`src/rtl/seq_multiplier_pkg.sv`:
```
// Shared definitions for the sequential multiplier: state encoding and default width.
package seq_multiplier_pkg;

  localparam int unsigned SEQ_MULT_WIDTH = 32;

  typedef enum logic [1:0] {
    IDLE   = 2'd0,
    RUN    = 2'd1,
    FINISH = 2'd2
  } mult_state_t;

endpackage

```
`src/rtl/adder_nbit.sv`:
```
// WIDTH-bit ripple-carry adder with carry-out: a half-adder cell at bit 0, full-adder cells above.
module adder_nbit #(
  parameter int unsigned WIDTH = 32
) (
  input  logic [WIDTH-1:0] i_a,
  input  logic [WIDTH-1:0] i_b,
  output logic [WIDTH-1:0] o_sum,
  output logic             o_cout
);

  logic [WIDTH:0] w_c;

  for (genvar i = 0; i < WIDTH; i++) begin : g_cell
    if (i == 0) begin : g_half
      assign o_sum[i]   = i_a[i] ^ i_b[i];
      assign w_c[i + 1] = i_a[i] & i_b[i];
    end else begin : g_full
      assign o_sum[i]   = i_a[i] ^ i_b[i] ^ w_c[i];
      assign w_c[i + 1] = (i_a[i] & i_b[i]) | (w_c[i] & (i_a[i] ^ i_b[i]));
    end
  end

  assign w_c[0]  = 1'b0;
  assign o_cout  = w_c[WIDTH];

endmodule

```
`src/rtl/seq_multiplier.sv`:
```
// Sequential shift-add multiplier (MULT/MULTU): one add/shift step per RUN cycle on operand magnitudes,
// sign applied to the 2*WIDTH-bit product in FINISH.
module seq_multiplier
  import seq_multiplier_pkg::*;
#(
  parameter int unsigned WIDTH = SEQ_MULT_WIDTH
) (
  input  logic             CLK_in,
  input  logic             RST_in,
  input  logic             START_in,
  input  logic             SIGNED_in,
  input  logic [WIDTH-1:0] A_in,
  input  logic [WIDTH-1:0] B_in,
  output logic             BUSY_out,
  output logic             DONE_out,
  output logic [WIDTH-1:0] HI_out,
  output logic [WIDTH-1:0] LO_out
);

  localparam int unsigned CW = $clog2(WIDTH);

  // Two's-complement negation as invert plus a half-adder increment chain.
  function automatic logic [WIDTH-1:0] neg_w(input logic [WIDTH-1:0] x);
    logic [WIDTH-1:0] r;
    logic             c;
    c = 1'b1;
    for (int unsigned i = 0; i < WIDTH; i++) begin
      r[i] = ~x[i] ^ c;
      c    = ~x[i] & c;
    end
    return r;
  endfunction

  function automatic logic [2*WIDTH-1:0] neg_2w(input logic [2*WIDTH-1:0] x);
    logic [2*WIDTH-1:0] r;
    logic               c;
    c = 1'b1;
    for (int unsigned i = 0; i < 2*WIDTH; i++) begin
      r[i] = ~x[i] ^ c;
      c    = ~x[i] & c;
    end
    return r;
  endfunction

  mult_state_t        r_state, w_next;
  logic [CW-1:0]      r_count;
  logic [WIDTH-1:0]   r_mcand, r_acc, r_mplier;
  logic               r_neg, r_done;
  logic [WIDTH-1:0]   r_hi, r_lo;

  logic [WIDTH-1:0]   w_a_mag, w_b_mag, w_sum, w_step_acc;
  logic               w_cout, w_step_c;
  logic [2*WIDTH-1:0] w_prod, w_result;

  adder_nbit #(.WIDTH(WIDTH)) u_adder (
    .i_a    (r_acc),
    .i_b    (r_mcand),
    .o_sum  (w_sum),
    .o_cout (w_cout)
  );

  always_comb begin
    w_a_mag    = (SIGNED_in && A_in[WIDTH-1]) ? neg_w(A_in) : A_in;
    w_b_mag    = (SIGNED_in && B_in[WIDTH-1]) ? neg_w(B_in) : B_in;
    w_step_c   = r_mplier[0] & w_cout;
    w_step_acc = r_mplier[0] ? w_sum : r_acc;
    w_prod     = {r_acc, r_mplier};
    w_result   = r_neg ? neg_2w(w_prod) : w_prod;
  end

  always_ff @(posedge CLK_in or posedge RST_in) begin
    if (RST_in) r_state <= IDLE;
    else        r_state <= w_next;
  end

  always_comb begin
    w_next   = r_state;
    BUSY_out = 1'b1;
    case (r_state)
      IDLE: begin
        BUSY_out = 1'b0;
        if (START_in) w_next = RUN;
      end
      RUN:     if (r_count == CW'(WIDTH - 1)) w_next = FINISH;
      FINISH:  w_next = IDLE;
      default: w_next = IDLE;
    endcase
  end

  always_ff @(posedge CLK_in or posedge RST_in) begin
    if (RST_in) begin
      r_count  <= '0;
      r_mcand  <= '0;
      r_acc    <= '0;
      r_mplier <= '0;
      r_neg    <= 1'b0;
      r_done   <= 1'b0;
      r_hi     <= '0;
      r_lo     <= '0;
    end else begin
      r_done <= 1'b0;
      case (r_state)
        IDLE: if (START_in) begin
          r_mcand  <= w_a_mag;
          r_mplier <= w_b_mag;
          r_acc    <= '0;
          r_count  <= '0;
          r_neg    <= SIGNED_in & (A_in[WIDTH-1] ^ B_in[WIDTH-1]);
        end
        RUN: begin
          // {carry, acc, multiplier} >> 1, with the step's carry-out entering at the top
          r_acc    <= {w_step_c, w_step_acc[WIDTH-1:1]};
          r_mplier <= {w_step_acc[0], r_mplier[WIDTH-1:1]};
          r_count  <= r_count + CW'(1);
        end
        FINISH: begin
          r_hi   <= w_result[2*WIDTH-1:WIDTH];
          r_lo   <= w_result[WIDTH-1:0];
          r_done <= 1'b1;
        end
        default: ;
      endcase
    end
  end

  assign DONE_out = r_done;
  assign HI_out   = r_hi;
  assign LO_out   = r_lo;

endmodule

```
`config.mk`:
```
export PLATFORM = sky130hd
export DESIGN_NAME = seq_multiplier
export DESIGN_NICKNAME = d
export VERILOG_FILES = /design/src/rtl/seq_multiplier_pkg.sv /design/src/rtl/adder_nbit.sv /design/src/rtl/seq_multiplier.sv
export SDC_FILE = /design/constraint.sdc
export NUM_CORES = 1
export LEC_CHECK = 0
export ABC_AREA = 1
export CORE_UTILIZATION = 45
export DETAILED_ROUTE_END_ITERATION = 8
export GPL_TIMING_DRIVEN = 0
export PLACE_DENSITY = 0.67
export SKIP_LAST_GASP = 1
export SLEW_MARGIN = 20
export SYNTH_ARGS = -nofsm -noshare
export SYNTH_HDL_FRONTEND = slang
export SYNTH_SLANG_ARGS = --single-unit
```
`constraint.sdc`:
```
create_clock -name CLK_in -period 24.9 [get_ports CLK_in]
set_clock_uncertainty 0.15 [all_clocks]
set_input_delay 7.47 -clock CLK_in [delete_from_list [all_inputs] [get_ports CLK_in]]
set_output_delay 7.47 -clock CLK_in [all_outputs]
set_load 0.03 [all_outputs]
```
==> qor.txt <==
drt total wl: 25.7 mm
Syn Nets: 1533
placeable core area: 0.0229 sq mm
fin. max-slew vios: 0
TritonCTS Sinks: 169
Yosys Warn Count: 0
DIE HEIGHT: 156 microns
WP data arrival: 13.87 ns
period utilisation layout: 55.1%
FF+latch area: 0.00423 sq mm
Starting Density: 46.3%
adder-cell share of the synthesized area: 20.6%
area grow syn2layout: 22.4%
Overall Global Routing Usage: 22.3%
port buffer count: 133
synth unique cells: 20
via count of the first global-routing pass: 8669
dpl hpwl: 19.2 mm
die span in x: 156 microns
commonest non-fill, non-tap cell in the layout: nand2_1
synth top area cells: dfrtp_1 40%, ha_1 15%, nand2_1 14%
1st-pass router iterations: 5
Worst-path clk slew: 0.07 ns
layout cells sized above 1: 5.49%
Slew headroom: 57.8%
Resize count post-CTS: 0
ANT nets after route: 0
H-tree levels: 4
IO Pins: 134
Crit Path Max Fanout: 2
Final Hold Fails: 0
Via density: 5.00
XOR/XNOR Fraction of Synth Area: 0%
total gr overflow: 0
first-pass GRT wire length: 42.5 mm
Max Cap Viol: 0
Worst-Skew Late Latency: 0.42 ns
cell repeated most along the worst path: ha_1
Avg Inst Size Synth: 8.11 sq um
Finished Cell Area: 0.0130 sq mm
mux contribution to synthesized area: 0%
P_leak: 6.69 nW
startpoint types: primary input
Synth Area in Simple Gates: 19.6%
Synth Area in Compound Gates: 11.5%
Peak VDD IR: 57.2 uV
hold buffer count at cts: 0
Power Density: 108 mW/mm^2
Synth area leader: dfrtp_1
Hold Crit Class: reg2reg
Root Driver: clkbuf_16
reg2reg start: r_mplier[0]
worst setup path startpoint: B_in[0]
fmax: 72.9 MHz
multi-input gate area in the final layout: 0.00549 sq mm
Die Area: 0.0242 sq mm
area fraction of the dominant cell type after synthesis: 39.8%
Post-DP Area: 0.0124 sq mm
WL/cell: 14.3 microns
min-delay src: LO_out[28]
cell count after synthesis: 1309
final setup fails: 0
Setup Buffers After CTS: 0
largest net degree at the start of global routing: 89
Fillers: 2119
sequential fraction of the synthesis area: 39.8%
RSZ-0062 raised after global routing: no
row count: 55
# DRC: 0
CTS tree: built
WS Path Type: in2reg
Critical Path End Type: flip-flop
placer congestion estimate: 0.858
largest family of logic cells by synthesized area: adder cells
TNS Setup: 0 ns
minimum clock period: 13.71 ns
Post-Syn Area: 0.0106 sq mm
slowest stage delay, CP: 0.52 ns
DRT iter0 DRCs: 405
vias after detailed routing: 8947
Req. time, crit path: 25.06 ns
WHS: 0.341 ns
CTS Buf Count: 17
outcome: completed
CP max stage cell: clkdlybuf4s50_1
commonest non-fill, non-tap cells in the layout: 402 x nand2_1, 169 x dfrtp_1, 155 x o21ai_1
worst-margin pin slew: 0.632 ns
CTS max path bufs: 2
Antenna Cells: 0
Seq cells post-synth: 169
Final Net Count: 1686
initial antenna violation count: 0
-- routing by layer --
metal / up-vias / wire, microns / GRT usage, %
li1: 4480 / - / -
met1: 4255 / 12100 / 30.9
met2: 192 / 12100 / 36.0
met3: 20 / 1080 / 3.86
met4: 0 / 393 / 6.12
met5: - / 0 / 0
-- cell usage after synthesis --
library cell and count:
buf_1 1, fa_1 31, o22ai_1 1, ha_1 125, nor2_2 1, o31ai_1 1, buf_2 30, dfrtp_1 169
inv_1 144, o21ai_1 155, clkbuf_1 25, nand2_1 402, inv_2 4, nand3_1 36, nor2_1 98, o211ai_1 30
nand4_1 1, o21ai_0 41, buf_4 13, nor2_4 1
-- metrics by stage --
stage	util, %	std cells	setup slack [ns]	total power [mW]
3_3_place_gp	53.8	1755	10.32	1.11
6_report	56.7	1788	11.19	1.41
5_1_grt	56.7	1788	10.85	1.53
2_1_floorplan	-	1309	11.70	0.913
4_1_cts	56.7	1788	11.14	1.42
3_5_place_dp	54.0	1756	10.72	1.13
-- area by class of cell --
cell class | instances | area share [%]
Inverter | 148 | 4.33
Sequential cell | 169 | 32.5
Multi-Input combinational cell | 923 | 42.2
Buffer | 69 | 2.66
Timing Repair Buffer | 134 | 10.5
Clock buffer | 23 | 3.75
Tap cell | 313 | 3.01
Clock inverter | 9 | 1.05
-- where the power goes --
group	switching, mW	internal [mW]
combinational	0.376	0.257
clock	0.111	0.169
sequential	0.102	0.391
-- registers in the layout, indices dropped and copies added (netlist names) --
name and flops:
DONE_out 1, HI_out 32, LO_out 32, r_acc 32, r_count 5, r_mcand 32, r_mplier 32, r_neg 1
r_state 2
-- kinds of logic (layout without fill, tap and decap cells) --
group / count (synthesis) / after routing
AO/OA/AOI/OAI: 228 / 228
adder cells (fa/ha/maj): 156 / 156
flip-flops: 169 / 169
AND/OR/NAND/NOR: 539 / 539
buffers and inverters: 217 / 383
-- path summary, 6_finish.rpt --
path                                     end  slack, ns  cells past startpoint
worst max-delay path            r_mplier[31]      11.19                     38
worst min-delay path              LO_out[28]       0.34                      2
worst max register to register    HI_out[31]      11.90                     69
worst min register to register    LO_out[28]       0.34                      2
max in group asynchronous          LO_out[6]      16.38                      3
min in group asynchronous         LO_out[29]       7.37                      2
-- worst max-delay path: cells and delay by family --
family	cells	cell delay [ns]
buffers and inverters	3	0.66
adders and majority gates	30	5.50
and+or+nand+nor	5	0.28
No activity file was read; power rests on OpenSTA's default activity.
